--- src/rtl/rr_arb_pkg.sv ---
// Shared types and helpers for the round-robin index arbiter and its downstream decoder bench.
package rr_arb_pkg;

    typedef enum logic [0:0] {
        IDLE  = 1'b0,
        GRANT = 1'b1
    } arb_state_e;

    // Index width for n entries; a single entry still needs one bit.
    function automatic int unsigned idx_width(input int unsigned n);
        return (n > 1) ? 32'($clog2(n)) : 32'd1;
    endfunction

endpackage

--- src/rtl/rr_pick.sv ---
// Combinational rotating priority find: first set req bit at or after ptr, wrapping to 0.
module rr_pick
    import rr_arb_pkg::*;
#(
    parameter  int unsigned N    = 64,
    localparam int unsigned IDXW = idx_width(N)
) (
    input  logic [N-1:0]    req,
    input  logic [IDXW-1:0] ptr,
    output logic            found,
    output logic [IDXW-1:0] idx
);

    logic            hi_found;
    logic [IDXW-1:0] hi_idx;
    logic [IDXW-1:0] lo_idx;

    // Downward scan so the lowest qualifying index wins; the "hi" half covers ptr..N-1,
    // the "lo" fallback is the lowest set bit overall, which is the wrapped winner.
    always_comb begin
        hi_found = 1'b0;
        hi_idx   = '0;
        lo_idx   = '0;
        for (int j = int'(N) - 1; j >= 0; j--) begin
            if (req[IDXW'(j)]) begin
                lo_idx = IDXW'(j);
                if (j >= int'(ptr)) begin
                    hi_found = 1'b1;
                    hi_idx   = IDXW'(j);
                end
            end
        end
        found = |req;
        idx   = hi_found ? hi_idx : lo_idx;
    end

endmodule

--- src/rtl/rr_index_arbiter.sv ---
// Round-robin arbiter presenting the winner as a binary index with valid/ready handshake.
// Optional RR_ARB_LOCK_EN adds a lock input that re-arms the scan at the accepted index.
module rr_index_arbiter
    import rr_arb_pkg::*;
#(
    parameter  int unsigned N    = 64,
    localparam int unsigned IDXW = idx_width(N)
) (
    input  logic            clk,
    input  logic            rst,
    input  logic [N-1:0]    req,
    input  logic            gnt_ready,
`ifdef RR_ARB_LOCK_EN
    input  logic            lock,
`endif
    output logic            gnt_valid,
    output logic [IDXW-1:0] gnt_idx
);

    arb_state_e      state_q, state_d;
    logic [IDXW-1:0] ptr_q, ptr_d;
    logic [IDXW-1:0] gnt_idx_q, gnt_idx_d;
    logic [IDXW-1:0] adv_ptr;
    logic            accept;
    logic            window;
    logic            pick_found;
    logic [IDXW-1:0] pick_idx;

    assign accept = (state_q == GRANT) && gnt_ready;
    assign window = (state_q == IDLE) || accept;

    // Pointer after an accepted grant; wraps explicitly so non-power-of-two N works.
    always_comb begin
        adv_ptr = (gnt_idx_q == IDXW'(N - 1)) ? '0 : gnt_idx_q + IDXW'(1);
`ifdef RR_ARB_LOCK_EN
        if (lock) begin
            adv_ptr = gnt_idx_q;
        end
`endif
    end

    // The scan sees the post-acceptance pointer so back-to-back grants stay fair.
    rr_pick #(.N(N)) u_pick (
        .req   (req),
        .ptr   (ptr_d),
        .found (pick_found),
        .idx   (pick_idx)
    );

    always_ff @(posedge clk) begin
        if (rst) begin
            state_q <= IDLE;
        end else begin
            state_q <= state_d;
        end
    end

    always_ff @(posedge clk) begin
        if (rst) begin
            ptr_q     <= '0;
            gnt_idx_q <= '0;
        end else begin
            ptr_q     <= ptr_d;
            gnt_idx_q <= gnt_idx_d;
        end
    end

    always_comb begin
        state_d = state_q;
        if (window) begin
            state_d = pick_found ? GRANT : IDLE;
        end
    end

    always_comb begin
        ptr_d     = ptr_q;
        gnt_idx_d = gnt_idx_q;
        gnt_valid = (state_q == GRANT);
        gnt_idx   = gnt_idx_q;
        if (accept) begin
            ptr_d = adv_ptr;
        end
        if (window && pick_found) begin
            gnt_idx_d = pick_idx;
        end
    end

endmodule

--- config.mk ---
export PLATFORM = sky130hd
export DESIGN_NAME = rr_index_arbiter
export DESIGN_NICKNAME = d
export VERILOG_FILES = /design/src/rtl/rr_arb_pkg.sv /design/src/rtl/rr_pick.sv /design/src/rtl/rr_index_arbiter.sv
export SDC_FILE = /design/constraint.sdc
export NUM_CORES = 1
export LEC_CHECK = 0
export ABC_AREA = 1
export CAP_MARGIN = 20
export CELL_PAD_IN_SITES_DETAIL_PLACEMENT = 1
export CELL_PAD_IN_SITES_GLOBAL_PLACEMENT = 1
export CORE_ASPECT_RATIO = 1.2
export CORE_UTILIZATION = 26
export DETAILED_ROUTE_END_ITERATION = 10
export PLACE_DENSITY_LB_ADDON = 0.15
export SLEW_MARGIN = 0
export SYNTH_ARGS = -nofsm -noshare
export SYNTH_HDL_FRONTEND = slang
export SYNTH_SLANG_ARGS = --single-unit
--- constraint.sdc ---
create_clock -name clk -period 7.27 [get_ports clk]
set_input_delay 1.454 -clock clk [delete_from_list [all_inputs] [get_ports clk]]
set_output_delay 1.454 -clock clk [all_outputs]
set_load 0.02 [all_outputs]
==> impl_metrics.env <==
export IMPL_die_w_microns=68.1
export IMPL_finalMaxSlewViolations=0
export IMPL_synth_top_area_cell="nand2_1"
export IMPL_powerDensity_mw_per_mm2=118
export IMPL_clockRootBuffer="clkbuf_8"
export IMPL_routed_wl_microns=5140
export IMPL_cts_buffers=3
export IMPL_synth_fp_nets=328
export IMPL_max_freq_mhz=225
export IMPL_num_rows=28
export IMPL_slew_limit_headroom_pct=48.8
export IMPL_finalHoldViolCount=0
export IMPL_postSynthAreaPerCell_sq_um=5.25
export IMPL_fin_tns_setup_ns=0
export IMPL_synthToLayoutAreaGrowth_pct=59.7
export IMPL_post_cts_buffers=0
export IMPL_max_stage_delay_ns=0.54
export IMPL_syn_inst=260
export IMPL_ff2ff_path_depth=40
export IMPL_synthesis_area_sq_mm=0.00137
export IMPL_p_switching_uw=91.4
export IMPL_h_tree_depth=1
export IMPL_ant_nets=0
export IMPL_power_leakage_uw=0.000994
export IMPL_start_util_pct=27.4
export IMPL_start_kind="input pin"
export IMPL_yosys_top_cells_count="nand2_1 (100), nor2_1 (37), inv_1 (33), nor4_1 (16), dfxtp_1 (12)"
export IMPL_wl_per_cell_microns=13.1
export IMPL_yosysSeqAreaShare_pct=17.6
export IMPL_synth_most_common_cell="nand2_1"
export IMPL_yosysUniqueCellTypes=29
export IMPL_pwr_share_clk_pct=22.6
export IMPL_hold_buffers=0
export IMPL_dr_pass1_iters=4
export IMPL_finalCritPeriodShare_pct=61.1
export IMPL_drive_gt1_share_pct=3.61
export IMPL_grt_ovfl_total=0
export IMPL_clock_latency_ns=0.23
export IMPL_cts_path_max_buffers=2
export IMPL_yosys_top_cells_area="nand2_1 (27%), dfxtp_1 (18%), nor2_1 (10%)"
export IMPL_synth_edf_count=0
export IMPL_clk_pin_slew_ns=0.05
export IMPL_dieArea_sq_mm=0.00555
export IMPL_timing_hold_ws_ns=0.536
export IMPL_clock_sinks=12
export IMPL_cp_slowest_cell="clkdlybuf4s50_1"
export IMPL_hold_path_class="flip-flop to flip-flop"
export IMPL_swShare_pct=35.5
export IMPL_drc=0
export IMPL_vdd_drop_max_uv=59.4
export IMPL_ios=74
export IMPL_grt_use_total_pct=19.9
export IMPL_dp_hpwl_microns=4570
export IMPL_setup_ws_ns=2.83
export IMPL_hold_depth=2
export IMPL_post_cts_resized=0
export IMPL_p_total_uw=258
export IMPL_p_comb_share_pct=48.3
export IMPL_worstMarginPinSlew_ns=0.760
export IMPL_grt_pass1_vias=1880
export IMPL_cts_tree="built"
export IMPL_ys_ff_latch=12
export IMPL_async_reset_ff_share_pct=0
export IMPL_cp_required_ns=7.38
export IMPL_crit_type="input pin to flip-flop"
export IMPL_vias=1887
export IMPL_drtIter0Drc=51
export IMPL_crit_top_cell="nand2_1"
export IMPL_rsz0062_at_grt="false"
export IMPL_cp_arrival_ns=4.55
export IMPL_grt_pass1_wl_microns=8360
export IMPL_grt_start_max_net_pins=13
export IMPL_status="finished clean"
export IMPL_critical_path_endpoint_type="flip-flop"
export IMPL_period_needed_ns=4.44
export IMPL_numPortBuffers=72
export IMPL_gp_congestion=0.832
export IMPL_drv_cap=0
export IMPL_die_h_microns=81.4
export IMPL_fin_nets=402
export IMPL_pre_cts_ws_ns=2.55
export IMPL_cellInternalPower_uw=166
export IMPL_finalSetupViolations=0
export IMPL_cp_depth=40
export IMPL_ys_flop_type="dfxtp_1"
export IMPL_grt_antenna_before_repair=0
export IMPL_yosys_warnings=0
export IMPL_critPathBufInv=2
export IMPL_fp_coreArea_sq_mm=0.00497
export IMPL_power_share_sequential_pct=29.1
export IMPL_antennaDiodeCount=0
export IMPL_fin_skew_ns=0.00154
export IMPL_critPathTopFamily="simple AND/OR/NAND/NOR gates"
export IMPL_path_max_fanout=10
export IMPL_synth_top_area_share_pct=27.5
export IMPL_vias_per_cell=4.81
cells by family (layout without fill, tap and decap cells):
logic type                 after synthesis  count (layout)  share of synthesized area [%]
buffers and inverters                   38             110                           11.3
adders and majority gates                1               1                          0.916
AOI/OAI and AO/OA                       30              30                           13.8
DFF                                     12              12                           17.6
other                                    1               1                          0.275
and+or+nand+nor                        178             178                           56.1
registers in the layout, summed over array words and instances (netlist names):
register	cells
ptr_q	6
gnt_idx	5
gnt_valid	1
final cells by class:
cell class,instances,area (sq um)
clock buffers,3,41.3
fillers,705,2800
well taps,60,75.1
multi-input cells,210,971
inverters,35,131
repair buffers,72,721
flip-flops and latches,12,240
metal layers:
metal	routed length [microns]	GRT usage, %	vias up
li1	-	-	991
met1	2280	25.3	861
met2	2720	35.6	33
met3	107	1.69	2
met4	25	3.75	0
met5	0	0	-
metrics by stage:
stage	util, %	area (sq um)	std cells
5_1_grt	43.8	2180	392
4_1_cts	43.8	2180	392
3_5_place_dp	43.0	2140	389
3_3_place_gp	43.0	2140	389
2_1_floorplan	-	1370	260
6_report	43.8	2180	392
path summary, 6_finish.rpt:
kind | from | endpoint | slack [ns]
max | gnt_ready | gnt_idx[0] | 2.83
min | gnt_idx[1] | gnt_idx[1] | 0.54
max reg2reg | gnt_idx[0] | gnt_idx[0] | 3.95
min reg2reg | gnt_idx[1] | gnt_idx[1] | 0.54
power groups by stage:
stage	logic, uW	clock network, uW	registers (uW)
floorplan	61.3	0	78.2
global placement	124	0	75.8
detailed placement	125	0	76.2
CTS	126	60.1	75.0
global route	141	63.4	75.4
finish	124	58.2	74.9
worst register-to-register path, delay by kind of cell, from the launching register on:
family	cells	cell delay [ns]
AND/OR/NAND/NOR	38	2.45
adder cells (fa/ha/maj)	1	0.24
flip-flops	1	0.45
AO/OA/AOI/OAI	1	0.05
placed cells by master (no fill, tap or decap):
master and n:
nor2_2 1, o211ai_1 7, ha_1 1, nand2_2 4
nor4_1 16, nand3_1 10, nand4_1 6, dfxtp_1 12
clkbuf_8 3, inv_2 1, a31oi_1 1, conb_1 1
o21ai_2 1, clkinv_1 1, a21oi_1 8, o211a_1 1
clkdlybuf4s50_1 72, and2_1 1, nand2_1 100, nor3b_1 1
o21ai_0 8, nor2_1 37, a21oi_2 1, o21bai_1 2
nand2_4 1, or4_1 1, o21a_1 1, inv_1 33
Note: power is estimated with default switching activity, not from simulation.
